--- config.mk ---
export PLATFORM = sky130hd
export DESIGN_NAME = voltage_bcd_converter
export DESIGN_NICKNAME = d
export VERILOG_FILES = /design/src/rtl/voltage_bcd_converter.sv
export SDC_FILE = /design/constraint.sdc
export NUM_CORES = 1
export LEC_CHECK = 0
export ABC_AREA = 0
export CAP_MARGIN = 20
export CORE_MARGIN = 10
export CORE_UTILIZATION = 57
export DETAILED_ROUTE_END_ITERATION = 10
export PLACE_DENSITY = 0.83
export SYNTH_ARGS = -nofsm -noshare
export SYNTH_HDL_FRONTEND = slang
export SYNTH_SLANG_ARGS = --single-unit
--- constraint.sdc ---
create_clock -name clk -period 4.2 [get_ports clk]
set_clock_uncertainty 0.2 [all_clocks]
set_input_delay 0.42 -clock clk [delete_from_list [all_inputs] [get_ports clk]]
set_output_delay 0.42 -clock clk [all_outputs]
set_load 0.03 [all_outputs]
--- src/rtl/voltage_bcd_converter.sv ---
`default_nettype none
// ============================================================================
// Module   : voltage_bcd_converter
// Purpose  : Sequential 12-bit binary to 4-digit packed BCD (double dabble),
//            one bit per clock under a start/busy/done handshake.
// Revision : 1.0  initial release
// ============================================================================
module voltage_bcd_converter #(
    parameter int WIDTH  = 12,
    parameter int DIGITS = 4
) (
    input  logic                  clk,
    input  logic                  rst,
    input  logic                  start_i,
    input  logic [WIDTH-1:0]      in_i,
    output logic                  busy_o,
    output logic                  done_o,
    output logic [4*DIGITS-1:0]   bcd_o
);

    localparam int                BCD_W  = 4 * DIGITS;
    localparam int                CNT_W  = $clog2(WIDTH + 1);
    localparam logic [CNT_W-1:0]  C_LAST = CNT_W'(WIDTH - 1);

    localparam logic [0:0] S_IDLE  = 1'b0;
    localparam logic [0:0] S_SHIFT = 1'b1;

    logic [0:0]       state_q, state_d;
    logic [CNT_W-1:0] cnt_q,   cnt_d;
    logic [WIDTH-1:0] bin_q,   bin_d;
    logic [BCD_W-1:0] scr_q,   scr_d;
    logic [BCD_W-1:0] bcd_q,   bcd_d;
    logic             done_q,  done_d;

    logic [BCD_W-1:0] corr;
    logic [BCD_W-1:0] shifted;

    // Add-3 correction on every nibble in parallel, before the shift
    for (genvar i = 0; i < DIGITS; i++) begin : g_nib
        assign corr[4*i +: 4] = (scr_q[4*i +: 4] >= 4'd5) ? (scr_q[4*i +: 4] + 4'd3)
                                                          :  scr_q[4*i +: 4];
    end

    assign shifted = {corr[BCD_W-2:0], bin_q[WIDTH-1]};

    always_ff @(posedge clk) begin
        if (rst) begin
            state_q <= S_IDLE;
            cnt_q   <= '0;
            bin_q   <= '0;
            scr_q   <= '0;
            bcd_q   <= '0;
            done_q  <= 1'b0;
        end else begin
            state_q <= state_d;
            cnt_q   <= cnt_d;
            bin_q   <= bin_d;
            scr_q   <= scr_d;
            bcd_q   <= bcd_d;
            done_q  <= done_d;
        end
    end

    always_comb begin
        state_d = state_q;
        cnt_d   = cnt_q;
        bin_d   = bin_q;
        scr_d   = scr_q;
        bcd_d   = bcd_q;
        done_d  = 1'b0;
        case (state_q)
            S_IDLE: begin
                if (start_i) begin
                    state_d = S_SHIFT;
                    bin_d   = in_i;
                    scr_d   = '0;
                    cnt_d   = '0;
                end
            end
            S_SHIFT: begin
                scr_d = shifted;
                bin_d = {bin_q[WIDTH-2:0], 1'b0};
                cnt_d = cnt_q + CNT_W'(1);
                if (cnt_q == C_LAST) begin
                    state_d = S_IDLE;
                    bcd_d   = shifted;
                    done_d  = 1'b1;
                end
            end
            default: state_d = S_IDLE;
        endcase
    end

    always_comb begin
        busy_o = (state_q == S_SHIFT);
        done_o = done_q;
        bcd_o  = bcd_q;
    end

endmodule
`default_nettype wire

Yosys cells after proc, flatten, opt, wreduce, memory -nomap -nowiden

Index checks and enable logic that the tools add are counted.

Register bits: 50
Word-level logic and storage cells: 34

$add $sub $neg: 5
$lt $le $gt $ge: 4
Equality and inequality tests: 2
Multiplexer cells: 14
Bitwise operators: 1
Reductions and logical operators: 2

Operator list:

| operator                                                                             | count |
|---|---|
| 16-bit one-hot mux with 2 select lines                                               | 1 |
| 12-bit one-hot mux with 2 select lines                                               | 1 |
| 4-bit by 3-bit greater-or-equal comparator with 1-bit output (second input constant) | 4 |
| 16-bit 2-to-1 mux                                                                    | 1 |
| 4-bit 2-to-1 mux                                                                     | 4 |
| 4-bit by 2-bit adder with 4-bit output (second input constant)                       | 3 |
| 12-bit 2-to-1 mux                                                                    | 1 |
| 4-bit one-hot mux with 2 select lines                                                | 1 |
| 4-bit by 1-bit adder with 4-bit output (second input constant)                       | 1 |
| 4-bit equality test (second input constant)                                          | 1 |
| 3-bit by 2-bit adder with 3-bit output (second input constant)                       | 1 |
| 1-bit 2-to-1 mux                                                                     | 3 |
| 3-bit 2-to-1 mux                                                                     | 1 |
| 2-bit != test (second input constant)                                                | 1 |
| 1-bit one-hot mux with 2 select lines                                                | 1 |
| 2-bit AND reduction                                                                  | 1 |
| 2-bit OR reduction                                                                   | 1 |
| 1-bit inverter                                                                       | 1 |

Longest topological paths before layout

Gate-level depths: netlist of run 1.

Depth after elaboration: 3
Mapped depth: 7
Mapped depth without buffers: 6

Worst setup path before layout of run 1

No wires, ideal clock.

Kind: register -> register
Start: reg state_q (netlist: busy_o)
End: reg scr_q[14]
Data arrival time: 1.279 ns
Slack: 2.604 ns
Cell stages (with the launch flop): 4
Cells stage by stage: dfxtp_1 > clkinv_1 > clkbuf_1 > a32o_1

Longest elaborated chain between the ends: 2
Elaborated cells between the ends (all ways): 3
Those cells by class: eq/ne: 1; mux: 1; bitwise: 1

RTL lines:

| what                                                                    | RTL line | source |
|---|---|---|
| start, declared                                                         | 28       | `logic [0:0] state_q, state_d;` |
| start signal, assigned                                                  | 55       | `state_q <= state_d;` |
| 1-bit inverter                                                          | n/a      |  |
| 16-bit one-hot mux with 2 select lines or 2-bit != test (tied branches) | n/a      |  |
| end signal, assigned                                                    | 58       | `scr_q <= scr_d;` |
| end, declared                                                           | 31       | `logic [BCD_W-1:0] scr_q, scr_d;` |

Parallel ways exist; a longest one is shown, timed or not.
A chain may end at the register's enable or synchronous reset.

Worst setup path in the final report of run 1

Start: reg state_q (netlist: busy_o)
End: out busy_o

RTL lines:

| what          | RTL line | source |
|---|---|---|
| end, declared | 16       | `output logic busy_o,` |

No word-level cell between the ends.

==> results of run 1 <==
-- power by group through the flow --
stage / sequential (uW) / clock, uW / combinational [uW]
after floorplan: 500 / 0 / 46.4
after global placement: 502 / 0 / 64.6
after detailed placement: 502 / 0 / 66.0
after CTS: 491 / 290 / 66.1
after global routing: 493 / 309 / 72.7
final: 491 / 286 / 65.3
-- registers in the layout, indices dropped and copies added (netlist names) --
name	count
bcd_o	16
scr_q	16
bin_q	12
cnt_q	4
busy_o	1
done_o	1
-- cell type report --
| type | instances | area (um^2) |
|---|---|---|
| clock buffers | 7 | 86.33 |
| clock inverters | 1 | 5.005 |
| fillers | 317 | 1079 |
| inverters | 11 | 41.29 |
| multi-input cells | 176 | 1129 |
| flip-flops and latches | 50 | 1001 |
| well taps | 48 | 60.06 |
| repair buffers | 35 | 342.8 |
-- placed cells by master (no fill, tap or decap), types with 2 or more instances in the layout --
cell type / Yosys / layout
a21o_1: 3 / 3
a21oi_1: 26 / 26
a22o_1: 3 / 3
a32o_1: 2 / 2
buf_4: 1 / 3
clkbuf_8: 0 / 6
clkdlybuf4s50_1: 0 / 32
dfxtp_1: 50 / 50
ha_1: 9 / 9
inv_1: 10 / 10
mux2_4: 3 / 3
mux2i_1: 14 / 14
nand2_1: 13 / 13
nand2b_1: 5 / 5
nand3_1: 13 / 13
nor2_1: 28 / 28
nor2b_1: 2 / 2
nor3_1: 7 / 7
nor3b_1: 9 / 9
o21ai_0: 16 / 16
o21ai_1: 3 / 3
o21ai_2: 10 / 10
xnor2_1: 4 / 4
-- metrics by stage --
step | util (%) | instances
finish | 71.19 | 328
floorplan | - | 251
detailed placement | 68.75 | 320
global placement | 68.75 | 320
CTS | 71.19 | 328
global route | 71.19 | 328
-- routing by layer --
layer | up-vias | GRT usage (%) | share of wire, %
met5 | - | 0 | 0
met3 | 9 | 3.906 | 4.6
met2 | 31 | 21.44 | 48
met4 | 0 | 6.154 | 2.1
met1 | 851 | 14.91 | 45
li1 | 921 | - | -
-- kinds of logic after synthesis --
family	synth area share, %
compound gates	18.35
xor+xnor	1.557
fa+ha+maj	5.006
buf+inv	5.339
flops	44.49
mux	8.231
simple gates	17.02
-- final timing paths --
check | from | to | slack (ns) | depth (start not counted)
min reg2reg | bcd_o[15] | bcd_o[15] | 0.26 | 2
min | bcd_o[15] | bcd_o[15] | 0.26 | 2
max | busy_o | busy_o | 1.84 | 1
max reg2reg | busy_o | scr_q[11] | 1.87 | 5
==> reports/qor.log, run 1 <==
qor: route.detail_route.vias_per_cell 5.524
qor: pwr.power.clock.fraction 33.9%
qor: synth.netlist.top_cell.by_area dfxtp_1
qor: floorplan.core.rowCount 22
qor: clock_tree.holdBufCountCts 0
qor: cells_and_area.design.final.nets 303
qor: clock_tree.clkSinkCount 50
qor: pwr.power_report.internal_total 645.3 uW
qor: floorplan.core-area 3744 um^2
qor: place.dpl.hpwl 3252 um
qor: floorplan.initial_utilization 60.09%
qor: pwr.share_seq_of_total_power 58.3%
qor: clock_tree.worst_setup_hold_path_clk_slew 0.08 ns
qor: pwr.power.density_cell_area 315.9 nW/um^2
qor: setup_path.cp_slowest_stage_delay 0.77 ns
qor: synth.synth.cell_area 2250 um^2
qor: sta.slew_headroom 46.77%
qor: synth.synthDistinctLibCells 31
qor: clock_tree.ctsResizeCount 0
qor: setup_path.cpMaxStageDelayCell clkdlybuf4s50_1
qor: clock_tree.cts-root-buf clkbuf_8
qor: setup_path.setup.worst_path.start_class flop
qor: sta.setup_ws_final 1.845 ns
qor: setup_path.worstSetupEndpointType output port
qor: sta.min_cycle_time_layout 2.355 ns
qor: setup_path.path_buf_inv 1
qor: synth.synth.yosys.seq_area_share 44.49%
qor: global_routing.antenna_found_initial 0
qor: synth.async_reset_ff_share 0%
qor: min_path.worstHoldPathType reg -> reg
qor: run.drv.max_cap_violation_count 0
qor: floorplan.die_w 82.83 um
qor: synth.post_synth.cell_area_avg 8.963 um^2
qor: global_routing.overflow 0
qor: pwr.p_comb_share 7.8%
qor: setup_path.required_time_of_the_worst_setup_path 3.58 ns
qor: floorplan.ios 33
qor: cells_and_area.final_area 2665 um^2
qor: sta.whs 0.2582 ns
qor: global_routing.grt_pass1_wl 7783 um
qor: clock_tree.tritoncts.num_buffers 5
qor: synth.netlist_instances 251
qor: synth.synth_warnings 0
qor: pwr.cellLeakagePower 0.001011 uW
qor: cells_and_area.antenna-diode-count 0
qor: clock_tree.cts_max_level 2
qor: synth.synth_flop_cell dfxtp_1
qor: cells_and_area.final_layout_size_suffix_gt1_share 8.929%
qor: route.iteration_count_of_the_initial_detailed_routing_pass 4
qor: setup_path.data_arrival_at_the_endpoint_of_the_critical_path 1.74 ns
qor: route.average_routed_wire_per_standard_cell 13.65 um
qor: route.dr.first_iter.drc_count 107
qor: sta.rsz0062_at_grt no
qor: route.vias 1,812
qor: floorplan.dieHeight 82.83 um
qor: route.route.final.wire_length 4476 um
qor: pwr.switching_share 23.35%
qor: clock_tree.post-cts-setup-buffers 0
qor: route.drcViolationCount 0
qor: setup_path.critical_path_peak_fanout 15
qor: synth.synth_enable_flop_cells 0
qor: synth.synth_top_area_share 44.49%
qor: pwr.ir_worst_vdd 0.0002178 V
qor: setup_path.path_cells clkdlybuf4s50_1
qor: synth.synth.most_common_cell dfxtp_1
qor: sta.fmax 424.6 MHz
qor: setup_path.gate_family_responsible_for_the_most_delay_along_the_worst_path buffers and inverters
qor: setup_path.timing.setup.critical_path_class reg -> out
qor: place.place_area 2574 um^2
qor: clock_tree.cts_tree built
qor: clock_tree.clk-insertion-delay-late 0.30 ns
qor: place.place_worst_setup_slack 1.649 ns
qor: sta.setup_viol 0
qor: sta.timing_hold_violations_final 0
qor: floorplan.die-area 6860 um^2
qor: cells_and_area.layout-area-overhead-vs-synth 18.47%
qor: global_routing.number_of_global_route_vias_before_repair 1,685
qor: place.port_buffers 32
qor: sta.tns 0 ns
qor: synth.synth_commonest_cells 50 x dfxtp_1, 28 x nor2_1, 26 x a21oi_1
qor: pwr.p_switching 196.6 uW
qor: run_status.run_status completed
qor: global_routing.pin_count_of_the_biggest_net_entering_global_routing 27
qor: sta.finalCritPeriodShare 56.08%
qor: synth.synth_register_bits 50
qor: route.postRouteAntennaNets 0
qor: global_routing.global_route.usage.total 12.99%
qor: pwr.finalPower 841.9 uW
qor: synth.total_nets_after_synthesis 275
qor: clock_tree.clockBufferDepth 2
qor: place.routabilityCongestion 0.7850
qor: sta.timing_max_transition_violations_final 0
qor: sta.worst-slew-pin-transition 0.7960 ns
qor: synth.ys_top_cells_by_area dfxtp_1 44%, mux2i_1 6.2%, a21oi_1 5.8%
Power figures use the tool's default switching activity.
==> run 2: changes to the inputs <==
--- a/config.mk
+++ b/config.mk
@@ -8,9 +8,9 @@
 export ABC_AREA = 0
 export CAP_MARGIN = 20
 export CORE_MARGIN = 10
-export CORE_UTILIZATION = 57
+export CORE_UTILIZATION = 48
 export DETAILED_ROUTE_END_ITERATION = 10
-export PLACE_DENSITY = 0.83
+export PLACE_DENSITY = 0.75
 export SYNTH_ARGS = -nofsm -noshare
 export SYNTH_HDL_FRONTEND = slang
 export SYNTH_SLANG_ARGS = --single-unit
==> constraint.sdc (replaced) <==
create_clock -name clk -period 1.9 [get_ports clk]
set_clock_uncertainty 0.2 [all_clocks]
set_input_delay 0.19 -clock clk [delete_from_list [all_inputs] [get_ports clk]]
set_output_delay 0.19 -clock clk [all_outputs]
set_load 0.03 [all_outputs]
==> run 2 against run 1 <==
Non-clock buffer count rose by 10; critical path depth rose by 5; register-to-register slack got worse by 1.7 ns; critical endpoint is now bcd_o[6]; largest cell class unchanged; worst setup slack got worse by 1.7 ns; sequential power rose by 120%.
==> reports/qor.log, run 2 (synthesized netlist as in run 1, its figures left out) <==
qor: setup_path.regToRegSetupSlack 0.13 ns [-1.74 ns]
qor: setup_path.timing.rr.end bcd_o[6]
qor: sta.min_cycle_time_layout 1.771 ns
qor: clock_tree.post-cts-setup-buffers 0 [unchanged]
qor: global_routing.global_route.usage.total 12.87% [-0.12 points]
qor: floorplan.core.rowCount 24 [+9.1%]
qor: cells_and_area.antenna-diode-count 0 [unchanged]
qor: cells_and_area.multiInputGateArea 1129 um^2 [unchanged]
qor: setup_path.required_time_of_the_worst_setup_path 1.95 ns [-1.63 ns]
qor: floorplan.initial_utilization 50.62% [-9.5 points]
qor: global_routing.overflow 0 [unchanged]
qor: floorplan.ios 33 [unchanged]
qor: route.drcViolationCount 0 [unchanged]
qor: setup_path.worst-r2r-cell-count 6 [+1]
qor: route.vias 1,836 [+1.3%]
qor: cells_and_area.layout-area-overhead-vs-synth 22.02%
qor: min_path.min_delay_path_depth 2 [unchanged]
qor: floorplan.die-area 7825 um^2 [+14%]
qor: setup_path.path_cells inv_1 > ha_1 > nand2b_1 > a21o_1 > mux2_4 > o21ai_2
qor: min_path.whs_endpoint bcd_o[11]
qor: setup_path.timing.setup.critical_path_class reg -> reg
qor: clock_tree.cts_max_level 2 [unchanged]
qor: run.drv.max_cap_violation_count 0 [unchanged]
qor: pwr.cellLeakagePower 0.001060 uW [+4.9%]
qor: route.route.final.wire_length 4746 um [+6.0%]
qor: cells_and_area.ff_latch_area 1001 um^2 [unchanged]
qor: setup_path.setup.worst_path.start_class flop
qor: clock_tree.clk-insertion-delay-late 0.31 ns [about the same]
qor: cells_and_area.finalNonFillerCells 342 [+4.3%]
qor: global_routing.grt_pass1_wl 8148 um [+4.7%]
qor: floorplan.core-area 4444 um^2 [+19%]
qor: cells_and_area.final_common_cell dfxtp_1
qor: route.detail_route.vias_per_cell 5.368 [-2.8%]
qor: sta.whs 0.2507 ns [-0.007549 ns]
qor: floorplan.dieHeight 88.46 um [+6.8%]
qor: setup_path.critical_path_peak_fanout 5 [-10]
qor: sta.worst-slew-pin-transition 0.7844 ns [-0.01157 ns]
qor: place.dpl.hpwl 3467 um [+6.6%]
qor: clock_tree.cts-root-buf clkbuf_8
qor: pwr.power_report.internal_total 1404 uW [+120%]
qor: clock_tree.worst_setup_hold_path_clk_slew 0.10 ns [+0.02 ns]
qor: sta.setup_ws_final 0.1289 ns [-1.716 ns]
qor: cells_and_area.final_area 2745 um^2 [+3.0%]
qor: cells_and_area.final_layout_size_suffix_gt1_share 12.76% [+3.8 points]
qor: clock_tree.ctsResizeCount 0 [unchanged]
qor: pwr.p_comb_share 9.0% [+1.2 points]
qor: min_path.worstHoldPathType reg -> reg
qor: setup_path.cpMaxStageDelayCell dfxtp_1
qor: clock_tree.cts_tree built
qor: route.postRouteAntennaNets 0 [unchanged]
qor: place.routabilityCongestion 0.7756 [-1.2%]
qor: sta.fmax 564.6 MHz
qor: setup_path.data_arrival_at_the_endpoint_of_the_critical_path 1.83 ns [+0.09 ns]
qor: pwr.power.clock.fraction 33.5% [-0.4 points]
qor: run_status.run_status completed
qor: setup_path.worstSetupEndpointType flop
qor: setup_path.timing.critical_path.from scr_q[4]
qor: route.iteration_count_of_the_initial_detailed_routing_pass 4 [unchanged]
qor: global_routing.number_of_global_route_vias_before_repair 1,787 [+6.1%]
qor: pwr.switching_share 25.12% [+1.8 points]
qor: sta.timing_hold_violations_final 0 [unchanged]
qor: sta.setup_viol 0 [unchanged]
qor: setup_path.worstReg2RegStart scr_q[4]
qor: sta.timing_max_transition_violations_final 0 [unchanged]
qor: setup_path.cp_slowest_stage_delay 0.43 ns [-0.34 ns]
qor: pwr.ir_worst_vdd 0.0004520 V [+110%]
qor: clock_tree.holdBufCountCts 0 [unchanged]
qor: sta.rsz0062_at_grt no
qor: floorplan.die_w 88.46 um [+6.8%]
qor: min_path.hold_start bcd_o[11]
qor: global_routing.pin_count_of_the_biggest_net_entering_global_routing 40 [+48%]
qor: global_routing.antenna_found_initial 0 [unchanged]
qor: route.average_routed_wire_per_standard_cell 13.88 um [+1.7%]
qor: cells_and_area.layout.cells.most_common_list 50 x dfxtp_1, 31 x clkdlybuf4s50_1, 28 x nor2_1
qor: pwr.power.density_cell_area 682.9 nW/um^2 [+120%]
qor: place.port_buffers 32 [unchanged]
qor: sta.slew_headroom 47.51% [+0.74 points]
qor: sta.finalCritPeriodShare 93.21%
qor: place.place_worst_setup_slack -0.08610 ns [-1.735 ns]
qor: pwr.p_switching 470.9 uW [+140%]
qor: clock_tree.tritoncts.num_buffers 5 [unchanged]
qor: clock_tree.clockBufferDepth 2 [unchanged]
qor: cells_and_area.design.final.nets 313 [+3.3%]
qor: cells_and_area.fillers 377 [+19%]
qor: place.place_area 2655 um^2 [+3.2%]
qor: place.placed_cells 334 [+4.4%]
qor: cells_and_area.layout.core_utilization 61.77% [-9.4 points]
qor: clock_tree.clkSinkCount 50 [unchanged]
qor: route.dr.first_iter.drc_count 96 [-10%]
qor: pwr.share_seq_of_total_power 57.5% [-0.8 points]
[run 2: area by class of cell]
cell class,count,share of cell area [%]
Clock buffer,5,2.507
Multi-Input combinational cell,176,41.11
Clock inverter,3,0.7748
Sequential cell,50,36.46
Timing Repair Buffer,45,15.27
Inverter,11,1.504
Tap cell,52,2.370
[run 2: critical path: cells and delay by family (launching register included)]
family / cells / cell delay (ns)
DFF: 1 / 0.43
AOI/OAI and AO/OA: 2 / 0.30
adders and majority gates: 1 / 0.27
muxes: 1 / 0.34
buffers and inverters: 1 / 0.07
and+or+nand+nor: 1 / 0.11
[run 2: routing by layer]
layer | vias to the layer above | routed length (um) | global-route usage [%]
li1 | 946 | - | -
met1 | 848 | 2091 | 14.59
met2 | 35 | 2378 | 22.44
met3 | 7 | 205 | 3.217
met4 | 0 | 71 | 5.580
met5 | - | 0 | 0
[run 2: worst max path at each step]
stage / end
after detailed placement: scr_q[8]
after global routing: scr_q[10]
after floorplan: scr_q[14]
after CTS: bcd_o[6]
after global placement: bcd_o[13]
final: bcd_o[6]
[run 2: power groups by stage]
stage	Combinational [uW]	Sequential (uW)	Clock (uW)
floorplan	102	1100	0
global placement	164	1100	0
detailed placement	169	1100	0
CTS	170	1080	647
global route	190	1080	676
finish	169	1080	628
[run 2: through the flow]
| step | total power (uW) | TNS, ns |
|---|---|---|
| after global routing | 1947 | 0 |
| after floorplan | 1207 | 0 |
| after detailed placement | 1272 | -0.7339 |
| after CTS | 1896 | 0 |
| after global placement | 1266 | -2.954 |
| final | 1875 | 0 |
==> run 3: changes to the inputs <==
--- a/config.mk
+++ b/config.mk
@@ -6,11 +6,11 @@
 export NUM_CORES = 1
 export LEC_CHECK = 0
 export ABC_AREA = 0
-export CAP_MARGIN = 20
 export CORE_MARGIN = 10
 export CORE_UTILIZATION = 48
 export DETAILED_ROUTE_END_ITERATION = 10
 export PLACE_DENSITY = 0.75
+export REMOVE_ABC_BUFFERS = 1
 export SYNTH_ARGS = -nofsm -noshare
 export SYNTH_HDL_FRONTEND = slang
 export SYNTH_SLANG_ARGS = --single-unit
==> run 3 against run 2 <==
Core utilization up 0.056 points; combinational power is 3% lower; worst hold slack lost 0.0021 ns; critical path type unchanged; critical endpoint unchanged; largest cell class unchanged.
==> reports/qor.log, run 3 (synthesized netlist as in run 1, its figures left out) <==
qor: route.vias 1,795 [-2.2%]
qor: min_path.worstHoldPathType reg -> reg
qor: setup_path.timing.setup.critical_path_class reg -> reg
qor: cells_and_area.final_common_cell dfxtp_1
qor: floorplan.dieHeight 88.46 um [unchanged]
qor: place.dpl.hpwl 3288 um [-5.2%]
qor: clock_tree.clkSinkCount 50 [unchanged]
qor: clock_tree.clockBufferDepth 2 [unchanged]
qor: floorplan.die-area 7825 um^2 [unchanged]
qor: clock_tree.worst_setup_hold_path_clk_slew 0.09 ns [about the same]
qor: min_path.hold_start bcd_o[11]
qor: cells_and_area.design.final.nets 310 [-0.96%]
qor: place.placed_cells 331 [-0.90%]
qor: cells_and_area.final_area 2748 um^2 [about the same]
qor: setup_path.path_buf_inv 1 [unchanged]
qor: global_routing.pin_count_of_the_biggest_net_entering_global_routing 40 [unchanged]
qor: setup_path.path_cells inv_1 > ha_1 > nand2b_1 > a21o_1 > mux2_4 > o21ai_2
qor: sta.rsz0062_at_grt no
qor: clock_tree.cts_max_level 2 [unchanged]
qor: setup_path.cpMaxStageDelayCell dfxtp_1
qor: clock_tree.cts-root-buf clkbuf_8
qor: floorplan.core.rowCount 24 [unchanged]
qor: place.place_worst_setup_slack -0.2487 ns [-0.1626 ns]
qor: global_routing.global_route.usage.total 12.91% [+0.035 points]
qor: floorplan.initial_utilization 50.62% [unchanged]
qor: clock_tree.cts_tree built
qor: setup_path.worstSetupEndpointType flop
qor: place.port_buffers 32 [unchanged]
qor: floorplan.core-area 4444 um^2 [unchanged]
qor: clock_tree.tritoncts.num_buffers 5 [unchanged]
qor: run_status.run_status completed
qor: setup_path.setup.worst_path.start_class flop
qor: place.routabilityCongestion 0.7852 [+1.2%]
qor: clock_tree.holdBufCountCts 0 [unchanged]
qor: setup_path.gate_family_responsible_for_the_most_delay_along_the_worst_path flip-flops
qor: sta.fmax 572.4 MHz [+1.4%]
qor: cells_and_area.fillers 387 [+2.7%]
qor: setup_path.data_arrival_at_the_endpoint_of_the_critical_path 1.79 ns [-0.04 ns]
qor: clock_tree.clk-insertion-delay-late 0.31 ns [about the same]
qor: global_routing.overflow 0 [unchanged]
qor: setup_path.cp_slowest_stage_delay 0.41 ns [-0.02 ns]
qor: clock_tree.post-cts-setup-buffers 0 [unchanged]
qor: global_routing.grt_pass1_wl 8079 um [-0.85%]
qor: run.drv.max_cap_violation_count 0 [unchanged]
qor: sta.setup_viol 0 [unchanged]
qor: cells_and_area.finalNonFillerCells 339 [-0.88%]
qor: sta.min_cycle_time_layout 1.747 ns [-0.02410 ns]
qor: cells_and_area.antenna-diode-count 0 [unchanged]
qor: setup_path.timing.critical_path.from scr_q[4]
qor: cells_and_area.layout.core_utilization 61.82% [about the same]
qor: route.drcViolationCount 0 [unchanged]
qor: route.postRouteAntennaNets 0 [unchanged]
qor: global_routing.antenna_found_initial 0 [unchanged]
qor: sta.timing_hold_violations_final 0 [unchanged]
qor: route.dr.first_iter.drc_count 105 [+9.4%]
qor: place.place_area 2629 um^2 [-0.99%]
qor: cells_and_area.final_layout_size_suffix_gt1_share 12.54% [-0.22 points]
qor: global_routing.number_of_global_route_vias_before_repair 1,767 [-1.1%]
qor: setup_path.required_time_of_the_worst_setup_path 1.94 ns [about the same]
qor: floorplan.ios 33 [unchanged]
qor: floorplan.die_w 88.46 um [unchanged]
qor: sta.slew_headroom 64.47% [+17 points]
qor: route.average_routed_wire_per_standard_cell 13.81 um [-0.48%]
qor: sta.setup_ws_final 0.1530 ns [+0.02410 ns]
qor: pwr.ir_worst_vdd 0.0004525 V [+0.10%]
qor: setup_path.worstReg2RegStart scr_q[4]
qor: cells_and_area.layout-area-overhead-vs-synth 22.14% [about the same]
qor: sta.timing_max_transition_violations_final 0 [unchanged]
qor: setup_path.critical_path_peak_fanout 5 [unchanged]
qor: pwr.cellLeakagePower 0.001064 uW [+0.45%]
qor: pwr.power.density_cell_area 698.9 nW/um^2 [+2.4%]
qor: route.iteration_count_of_the_initial_detailed_routing_pass 4 [unchanged]
qor: cells_and_area.layout.cells.most_common_list 50 x dfxtp_1, 31 x clkdlybuf4s50_1, 27 x nor2_1
qor: sta.tns 0 ns [unchanged]
qor: sta.worst-slew-pin-transition 0.5323 ns [-0.2521 ns]
qor: sta.finalCritPeriodShare 91.95% [-1.3 points]
qor: route.detail_route.vias_per_cell 5.295 [-1.4%]
qor: route.route.final.wire_length 4682 um [-1.3%]
## run 3: cell types whose count changed in the layout (fill, tap and decap cells not counted)
cell,before,now
buf_4,13,10
clkbuf_8,5,7
clkinv_2,1,0
clkinvlp_4,1,0
nor2_1,28,27
nor2_2,0,1
nor2b_1,2,1
nor2b_4,0,1
## run 3: layout make-up
class,count,area [um^2],share of cell area (%)
clock inverter,1,8.758,0.3188
timing repair buffer,42,396.6,14.44
tap,52,65.06,2.368
multi-input combinational,176,1139,41.44
clock buffer,7,96.34,3.506
inverter,11,41.29,1.503
sequential,50,1001,36.43
## run 3: metrics by stage
stage / hold slack (ns) / total power (uW)
3_5_place_dp: 0.2414 / 1264
5_1_grt: 0.2759 / 1999
6_report: 0.2486 / 1920
2_1_floorplan: 0.05907 / 1181
4_1_cts: 0.2547 / 1944
3_3_place_gp: 0.2346 / 1261
## run 3: worst paths after layout
kind	end	slack, ns	cells after the start
setup / recovery	bcd_o[6]	0.15	6
hold / removal	bcd_o[11]	0.25	2
setup reg to reg	bcd_o[6]	0.15	6
hold reg to reg	bcd_o[11]	0.25	2
## run 3: where the power goes
| part | total (uW) | internal, uW | leakage, uW | switching [uW] |
|---|---|---|---|---|
| Combinational | 164 | 72.2 | 0.000605 | 91.4 |
| Sequential | 1080 | 1070 | 0.000405 | 11.4 |
| Clock | 678 | 334 | 0.0000544 | 345 |
| Total | 1920 | 1470 | 0.00106 | 447 |
## run 3: per-layer routing
layer / track usage [%] / up-vias / wire [um]
met4: 5.727 / 0 / 72
met5: 0 / - / 0
li1: - / 937 / -
met3: 3.493 / 5 / 178
met2: 20.50 / 30 / 2173
met1: 16.02 / 823 / 2257
## run 3: what timing repair did
action	in CTS	in global routing
endpoints found under the hold margin	0	0
gates resized for setup	1	3
endpoints found under the setup margin	17	14
## run 3: tightest hold or removal path, stage by stage, from the launching register on
cell	delay, ns
dfxtp_1	0.32
nand2_1	0.05
o21ai_1	0.05
